===== src/rtl/uart_pkg.sv =====
// Shared UART definitions: data width, default buffering constants and the
// receive-controller state encoding.
package uart_pkg;

  localparam int UART_DATA_W         = 8;
  localparam int UART_FIFO_DEPTH     = 16;
  localparam int UART_WATERMARK      = 8;
  localparam int UART_TIMEOUT_CYCLES = 4000;

  typedef enum logic [1:0] {
    IDLE      = 2'd0,
    ACTIVE    = 2'd1,
    TIMED_OUT = 2'd2
  } rx_ctrl_state_t;

endpackage


===== src/rtl/uart_rx_ctrl_sync_fifo.sv =====
// First-word-fall-through FIFO (module sync_fifo). The head entry is presented
// on rdata whenever the FIFO is non-empty, and reads 0 when empty.
module sync_fifo
  import uart_pkg::*;
#(
  parameter int WIDTH = UART_DATA_W,
  parameter int DEPTH = UART_FIFO_DEPTH
) (
  input  logic                     clk,
  input  logic                     rst,
  input  logic                     clear,
  input  logic                     push,
  input  logic                     pop,
  input  logic [WIDTH-1:0]         wdata,
  output logic [WIDTH-1:0]         rdata,
  output logic                     full,
  output logic                     empty,
  output logic [$clog2(DEPTH):0]   level
);

  localparam int AW = $clog2(DEPTH);
  localparam int LW = AW + 1;

  logic [WIDTH-1:0] r_mem [DEPTH];
  logic [AW-1:0]    r_wr_ptr;
  logic [AW-1:0]    r_rd_ptr;
  logic [LW-1:0]    r_level;
  logic             w_push;
  logic             w_pop;

  assign empty  = (r_level == '0);
  assign full   = (r_level == LW'(DEPTH));
  assign w_pop  = pop & ~empty;
  // A push into a full FIFO is only legal when the head leaves in the same cycle.
  assign w_push = push & (~full | w_pop);

  always_ff @(posedge clk) begin
    if (w_push) begin
      r_mem[r_wr_ptr] <= wdata;
    end
  end

  always_ff @(posedge clk) begin
    if (rst || clear) begin
      r_wr_ptr <= '0;
      r_rd_ptr <= '0;
      r_level  <= '0;
    end else begin
      if (w_push) r_wr_ptr <= r_wr_ptr + AW'(1);
      if (w_pop)  r_rd_ptr <= r_rd_ptr + AW'(1);
      case ({w_push, w_pop})
        2'b10:   r_level <= r_level + LW'(1);
        2'b01:   r_level <= r_level - LW'(1);
        default: r_level <= r_level;
      endcase
    end
  end

  assign rdata = empty ? '0 : r_mem[r_rd_ptr];
  assign level = r_level;

endmodule


===== src/rtl/uart_rx_ctrl.sv =====
// UART receive controller: edge-captures receiver bytes into a FWFT FIFO and
// raises irq on watermark, idle timeout or overrun. Optional macro
// UART_RX_CTRL_SYNC_EN adds a 2-flop input synchronizer.
module uart_rx_ctrl
  import uart_pkg::*;
#(
  parameter int DEPTH          = UART_FIFO_DEPTH,
  parameter int WATERMARK      = UART_WATERMARK,
  parameter int TIMEOUT_CYCLES = UART_TIMEOUT_CYCLES
) (
  input  logic                     clk,
  input  logic                     rst,
  input  logic                     enable,
  input  logic                     rx_done,
  input  logic [UART_DATA_W-1:0]   rx_data,
  input  logic                     flush,
  input  logic                     clr_overrun,
  output logic                     rd_valid,
  output logic [UART_DATA_W-1:0]   rd_data,
  input  logic                     rd_ready,
  output logic [$clog2(DEPTH):0]   level,
  output logic                     timeout,
  output logic                     overrun,
  output logic                     irq
);

  localparam int LVL_W = $clog2(DEPTH) + 1;
  localparam int TMR_W = $clog2(TIMEOUT_CYCLES) + 1;
  localparam logic [LVL_W-1:0] WM_LVL   = LVL_W'(WATERMARK);
  localparam logic [TMR_W-1:0] TMR_LAST = TMR_W'(TIMEOUT_CYCLES - 1);

  logic                   w_done;
  logic [UART_DATA_W-1:0] w_data;
  logic                   r_done_q;
  logic                   w_cap;
  logic                   w_pop;
  logic                   w_push;
  logic                   w_fifo_pop;
  logic                   w_full;
  logic                   w_empty;
  logic [LVL_W-1:0]       w_level;
  logic [LVL_W-1:0]       w_level_nxt;
  logic [UART_DATA_W-1:0] w_rdata;
  logic                   w_drop_ovr;
  logic                   w_ovr_nxt;
  logic                   r_overrun;
  logic                   r_irq;
  logic                   w_irq_nxt;
  rx_ctrl_state_t         r_state;
  rx_ctrl_state_t         w_state_nxt;
  logic [TMR_W-1:0]       r_timer;
  logic [TMR_W-1:0]       w_timer_nxt;
  logic [TMR_W-1:0]       w_timer_inc;

`ifdef UART_RX_CTRL_SYNC_EN
  logic                   r_done_p1;
  logic                   r_done_p2;
  logic [UART_DATA_W-1:0] r_data_p1;
  logic [UART_DATA_W-1:0] r_data_p2;

  // Synchronizer stage p1 -> p2; data rides alongside done so it is stable at capture.
  always_ff @(posedge clk) begin
    if (rst) begin
      r_done_p1 <= 1'b0;
      r_done_p2 <= 1'b0;
    end else begin
      r_done_p1 <= rx_done;
      r_done_p2 <= r_done_p1;
    end
  end

  always_ff @(posedge clk) begin
    r_data_p1 <= rx_data;
    r_data_p2 <= r_data_p1;
  end

  assign w_done = r_done_p2;
  assign w_data = r_data_p2;
`else
  assign w_done = rx_done;
  assign w_data = rx_data;
`endif

  always_ff @(posedge clk) begin
    if (rst) r_done_q <= 1'b0;
    else     r_done_q <= w_done;
  end

  assign w_cap      = w_done & ~r_done_q & enable;
  assign rd_valid   = ~w_empty;
  assign w_pop      = rd_valid & rd_ready;
  // Flush wins over any same-cycle capture or pop.
  assign w_push     = w_cap & (~w_full | w_pop) & ~flush;
  assign w_fifo_pop = w_pop & ~flush;
  assign w_drop_ovr = w_cap & w_full & ~w_pop & ~flush;

  sync_fifo #(
    .WIDTH (UART_DATA_W),
    .DEPTH (DEPTH)
  ) u_fifo (
    .clk   (clk),
    .rst   (rst),
    .clear (flush),
    .push  (w_push),
    .pop   (w_fifo_pop),
    .wdata (w_data),
    .rdata (w_rdata),
    .full  (w_full),
    .empty (w_empty),
    .level (w_level)
  );

  always_comb begin
    w_level_nxt = w_level;
    if (flush)                      w_level_nxt = '0;
    else if (w_push && !w_fifo_pop) w_level_nxt = w_level + LVL_W'(1);
    else if (!w_push && w_fifo_pop) w_level_nxt = w_level - LVL_W'(1);
  end

  // A same-cycle set beats the clear.
  assign w_ovr_nxt   = w_drop_ovr | (r_overrun & ~clr_overrun);
  assign w_timer_inc = r_timer + TMR_W'(1);

  always_comb begin
    w_state_nxt = r_state;
    w_timer_nxt = r_timer;
    case (r_state)
      IDLE: begin
        w_timer_nxt = '0;
        if (w_push) w_state_nxt = ACTIVE;
      end
      ACTIVE: begin
        if (flush || w_level_nxt == '0) begin
          w_state_nxt = IDLE;
          w_timer_nxt = '0;
        end else if (w_cap) begin
          w_timer_nxt = '0;
        end else if (w_timer_inc >= TMR_LAST) begin
          w_state_nxt = TIMED_OUT;
          w_timer_nxt = TMR_LAST;
        end else begin
          w_timer_nxt = w_timer_inc;
        end
      end
      TIMED_OUT: begin
        if (flush || w_level_nxt == '0) begin
          w_state_nxt = IDLE;
          w_timer_nxt = '0;
        end else if (w_pop || w_cap) begin
          w_state_nxt = ACTIVE;
          w_timer_nxt = '0;
        end else begin
          w_timer_nxt = TMR_LAST;
        end
      end
      default: begin
        w_state_nxt = IDLE;
        w_timer_nxt = '0;
      end
    endcase
  end

  // irq is computed from next-state values so it lines up with the flags.
  assign w_irq_nxt = (w_level_nxt >= WM_LVL) | (w_state_nxt == TIMED_OUT) | w_ovr_nxt;

  always_ff @(posedge clk) begin
    if (rst) begin
      r_state   <= IDLE;
      r_timer   <= '0;
      r_overrun <= 1'b0;
      r_irq     <= 1'b0;
    end else begin
      r_state   <= w_state_nxt;
      r_timer   <= w_timer_nxt;
      r_overrun <= w_ovr_nxt;
      r_irq     <= w_irq_nxt;
    end
  end

  assign rd_data = w_rdata;
  assign level   = w_level;
  assign timeout = (r_state == TIMED_OUT);
  assign overrun = r_overrun;
  assign irq     = r_irq;

endmodule

===== config.mk =====
export PLATFORM = sky130hd
export DESIGN_NAME = uart_rx_ctrl
export DESIGN_NICKNAME = d
export VERILOG_FILES = /design/src/rtl/uart_pkg.sv /design/src/rtl/uart_rx_ctrl_sync_fifo.sv /design/src/rtl/uart_rx_ctrl.sv
export SDC_FILE = /design/constraint.sdc
export NUM_CORES = 1
export LEC_CHECK = 0
export CAP_MARGIN = 20
export CORE_AREA = 2 2 110 112
export CTS_BUF_LIST = sky130_fd_sc_hd__clkbuf_2 sky130_fd_sc_hd__clkbuf_4 sky130_fd_sc_hd__clkbuf_8
export CTS_CLUSTER_DIAMETER = 60
export CTS_CLUSTER_SIZE = 12
export DETAILED_ROUTE_END_ITERATION = 7
export DIE_AREA = 0 0 112 114
export HOLD_SLACK_MARGIN = 0.05
export PLACE_DENSITY = 0.87
export SETUP_SLACK_MARGIN = 0.4
export SLEW_MARGIN = 20
export SYNTH_ARGS = -nofsm -noshare
export SYNTH_HDL_FRONTEND = slang
export SYNTH_HIERARCHICAL = 1
export SYNTH_SLANG_ARGS = --single-unit

===== constraint.sdc =====
create_clock -name clk -period 8.4 [get_ports clk]
set_clock_uncertainty 0.1 [all_clocks]
set_input_delay 1.68 -clock clk [delete_from_list [all_inputs] [get_ports clk]]
set_output_delay 1.68 -clock clk [all_outputs]
set_load 0.01 [all_outputs]

==> run summary <==
The tree is rooted in a clkbuf_8. The number of nets in the finished design came out at 585. The required time of the critical path is 6.62 ns. Counting instances, the worst hold path has a depth of 2. The share of layout cells above drive strength 1 came out at 15.2%. The number of standard cells in the layout, taps in and fillers out is 713. The count of endpoints failing setup in the final report came out at 0. On the worst path, the slowest cell contributes a delay of 0.82 ns. The horizontal extent of the die is 112 um.

The analysis attributes to cell leakage a power of 2.63 nW. In this run the critical register-to-register path is launched from u_fifo/level[0]. The number of placed cells counting well taps came out at 681. Counting instances in the post-synthesis netlist gives the leading cell types as edfxtp_1 (128), dfxtp_1 (35), nor2_1 (34), mux4_2 (32), a211oi_1 (22). The category of the worst setup path capture point is an output pin.

Yosys mapped a number of flops with a built-in enable equal to 128. The number of warnings printed during yosys synthesis came out at 6. The top-level I/O count is 32. Static timing analysis puts the maximum clock frequency at 0.200 GHz. The clock reaches the later pin of the worst-skew pair after 0.45 ns. The die extent in y is 114 um.

The normalized max-slew margin is 33.9%. Summed over all layers, the global routing overflow is 0. The detailed router finished its first iteration with 421 violations. Entering global routing, the biggest net connects 33 pins. The critical path's slowest cell is nor2_1. By instance count, the leading cell after synthesis is edfxtp_1.

The number of nets produced by synthesis came out at 557. The buffers inserted during post-CTS setup optimization is 0. The residual antenna-violating net count after detailed routing came out at 0. The initial antenna violation count is 0. The relative area change from synthesis to final layout is 10.5%. TritonCTS built the clock tree. Setup repair after global routing left no endpoint under its margin. The run finished with clean final reports. The overall via count from detail_route came out at 4522. The number of global-route vias before repair is 4650. The DRC violations left is 0. VDD sags by at most 0.125 mV. The detailed-route wire length per cell came out at 20.2 um. For flop-to-flop paths, the worst setup slack is 3.68 ns. The worst setup path is launched from a register. Global routing consumed, over all layers together, 24.5% of the routing resources. Of all flip-flops after synthesis, the portion carrying an async set or reset was 0%. The count of H-tree levels built during CTS came out at 4. After clock tree synthesis, the flow added hold-fix buffers numbering 0. edfxtp_1 takes more of the synthesized area than any other cell.

The synthesized design devotes to its leading area cell type 51.5% of total area. In this run, synthesis produced a sequential element count of 163. The worst hold path belongs to the class register to register. The power density of the placed cells is 177 mW/mm2.

The critical path goes through or4_1 > nor2_1 > a211oi_1 > clkdlybuf4s50_1. The number of buffers between clock root and the deepest sink came out at 2. The total core area came out at 0.0117 mm2. The number of different library cells in the post-synthesis netlist is 67.

The number of cells upsized or downsized after cts came out at 0. The worst register-to-register path ends at u_fifo/level[4]. The per-instance average area after synthesis came out at 14.2 um2.

The final max-slew violation count is 0. The total of max-cap violations is 0. Port buffering added 31 buffers.

Counting cells, the worst reg-to-reg path comes to 12. For the pin with the worst max-slew slack, the measured transition is 0.991 ns. The total count of hold-check failures in the final report was 0. By area the synthesized netlist is led by edfxtp_1 (52%), mux4_2 (9.7%), dfxtp_1 (9.4%). The class of the most critical setup path is register to output pin. The portion of the clock cycle consumed by the worst path in the final layout is 59.4%. The hold path startpoint is overrun. The TritonCTS buffer count is 17.

The CTS sink count came out at 163. The antenna diode instance count is 0. The post-DP HPWL came out at 9490 um. Synthesis produced a netlist whose cell count is 525.

Clock-pin slew was measured on the worst setup and hold paths at 0.08 ns. The sequential area share after synthesis is 60.9%. The setup TNS is 0 ns. The pre-antenna-repair detailed-routing pass consisted of 5 iterations.

The congestion estimate from routability-driven global placement came to 0.834. Among all flip-flop cells after synthesis, the most frequent one is edfxtp_1. The starting utilization of the core area came out at 63.7%. The die covers 0.0128 mm2. The global-route wire length before repair came out at 23600 um.

The worst-path maximum fanout came out at 11. Summed over all layers, the routed wires come to 14400 um. The end point of the most critical hold path is overrun. The data arrival time of the critical path is 3.21 ns. The minimum clock period after layout came out at 4.99 ns. The routed via count divided by cell count came out at 6.34.

The total standard cell area after synthesis is 0.00746 mm2. The standard-cell row count is 40.
## cell usage in the layout (no fill, tap or decap), drive strengths merged, types with 4 or more instances in the layout
master         instances
nand2                 10
clkinv                10
mux2i                 13
nor4                   7
nand3                 14
nor2                  34
buf                    7
o21ai                 12
and2                   8
xor2                   7
a21oi                 19
nand2b                 9
clkdlybuf4s50         31
inv                   20
or2                    4
ha                    16
clkbuf                18
nor2b                 16
a211oi                22
nor3                   7
mux4                  32
dfxtp                 35
or4                    4
o211ai                 5
edfxtp               128
and3                   4
xnor2                 10
nand4                  8
a21o                  14
## report_power, final
group / switching [mW] / leakage, nW / internal (mW)
logic: 0.0304 / 0.999 / 0.0191
registers: 0.00179 / 1.43 / 0.870
clock network: 0.271 / 0.199 / 0.265
total: 0.304 / 2.63 / 1.15
## through the flow
| stage | util, % | worst slack, ns | power (mW) | hold WS [ns] | cell area, um2 |
|---|---|---|---|---|---|
| floorplan | - | 4.17 | 0.914 | 0.359 | 7460 |
| global placement | 67.2 | 3.71 | 0.936 | 0.375 | 7870 |
| detailed placement | 67.2 | 3.52 | 0.939 | 0.412 | 7870 |
| CTS | 70.4 | 3.32 | 1.47 | 0.424 | 8250 |
| global route | 70.4 | 3.15 | 1.50 | 0.454 | 8250 |
| finish | 70.4 | 3.41 | 1.46 | 0.424 | 8250 |
## registers in the layout (all words and copies together), names as in the netlist, named ones only
register         flops
u_fifo/r_mem       128
u_fifo/r_wr_ptr      4
r_state              2
u_fifo/level         5
overrun              1
r_done_q             1
r_timer             13
irq                  1
u_fifo/r_rd_ptr      4
## worst max path at each step
stage | cells after the start | start | slack [ns] | endpoint
5_1_grt | 5 | register | 3.15 | rd_data[1]
2_1_floorplan | 12 | enable | 4.17 | u_fifo/level[4]
3_5_place_dp | 12 | rx_done | 3.52 | u_fifo/level[4]
6_report | 4 | u_fifo/level[0] | 3.41 | rd_data[1]
4_1_cts | 5 | register | 3.32 | rd_data[1]
3_3_place_gp | 12 | rx_done | 3.71 | u_fifo/level[4]
## metal layers
| layer | track usage, % | vias to the layer above | share of wire [%] |
|---|---|---|---|
| li1 | - | 2095 | - |
| met1 | 30.2 | 2237 | 40 |
| met2 | 43.0 | 160 | 52 |
| met3 | 5.47 | 30 | 5.6 |
| met4 | 9.35 | 0 | 2.1 |
| met5 | 0 | - | 0 |
## critical path, delay by kind of cell, from the launching register on
| kind | cells | cell delay, ns |
|---|---|---|
| compound gates | 1 | 0.16 |
| buf+inv | 1 | 0.55 |
| flops | 1 | 0.43 |
| simple gates | 2 | 1.62 |
## cells by family (layout without fill, tap and decap cells)
logic type               count (synthesis)  count (layout)  synth area share, %
AND/OR/NAND/NOR                        140             140                 10.8
other                                    1               1               0.0502
buffers and inverters                   48              89                 2.87
AO/OA/AOI/OAI                           93              93                 8.94
XOR/XNOR                                17              17                 1.99
adder cells (fa/ha/maj)                 17              17                 2.95
flip-flops                             163             163                 60.9
multiplexers                            46              46                 11.6
## layout make-up
type | instances | area (um2)
Clock inverter | 14 | 139
Clock buffer | 18 | 241
Tap cell | 147 | 184
Timing Repair Buffer | 38 | 363
Multi-Input combinational cell | 314 | 2710
Fill cell | 790 | 3460
Sequential cell | 163 | 4550
Inverter | 19 | 71.3
(Power assumes the default switching activity.)
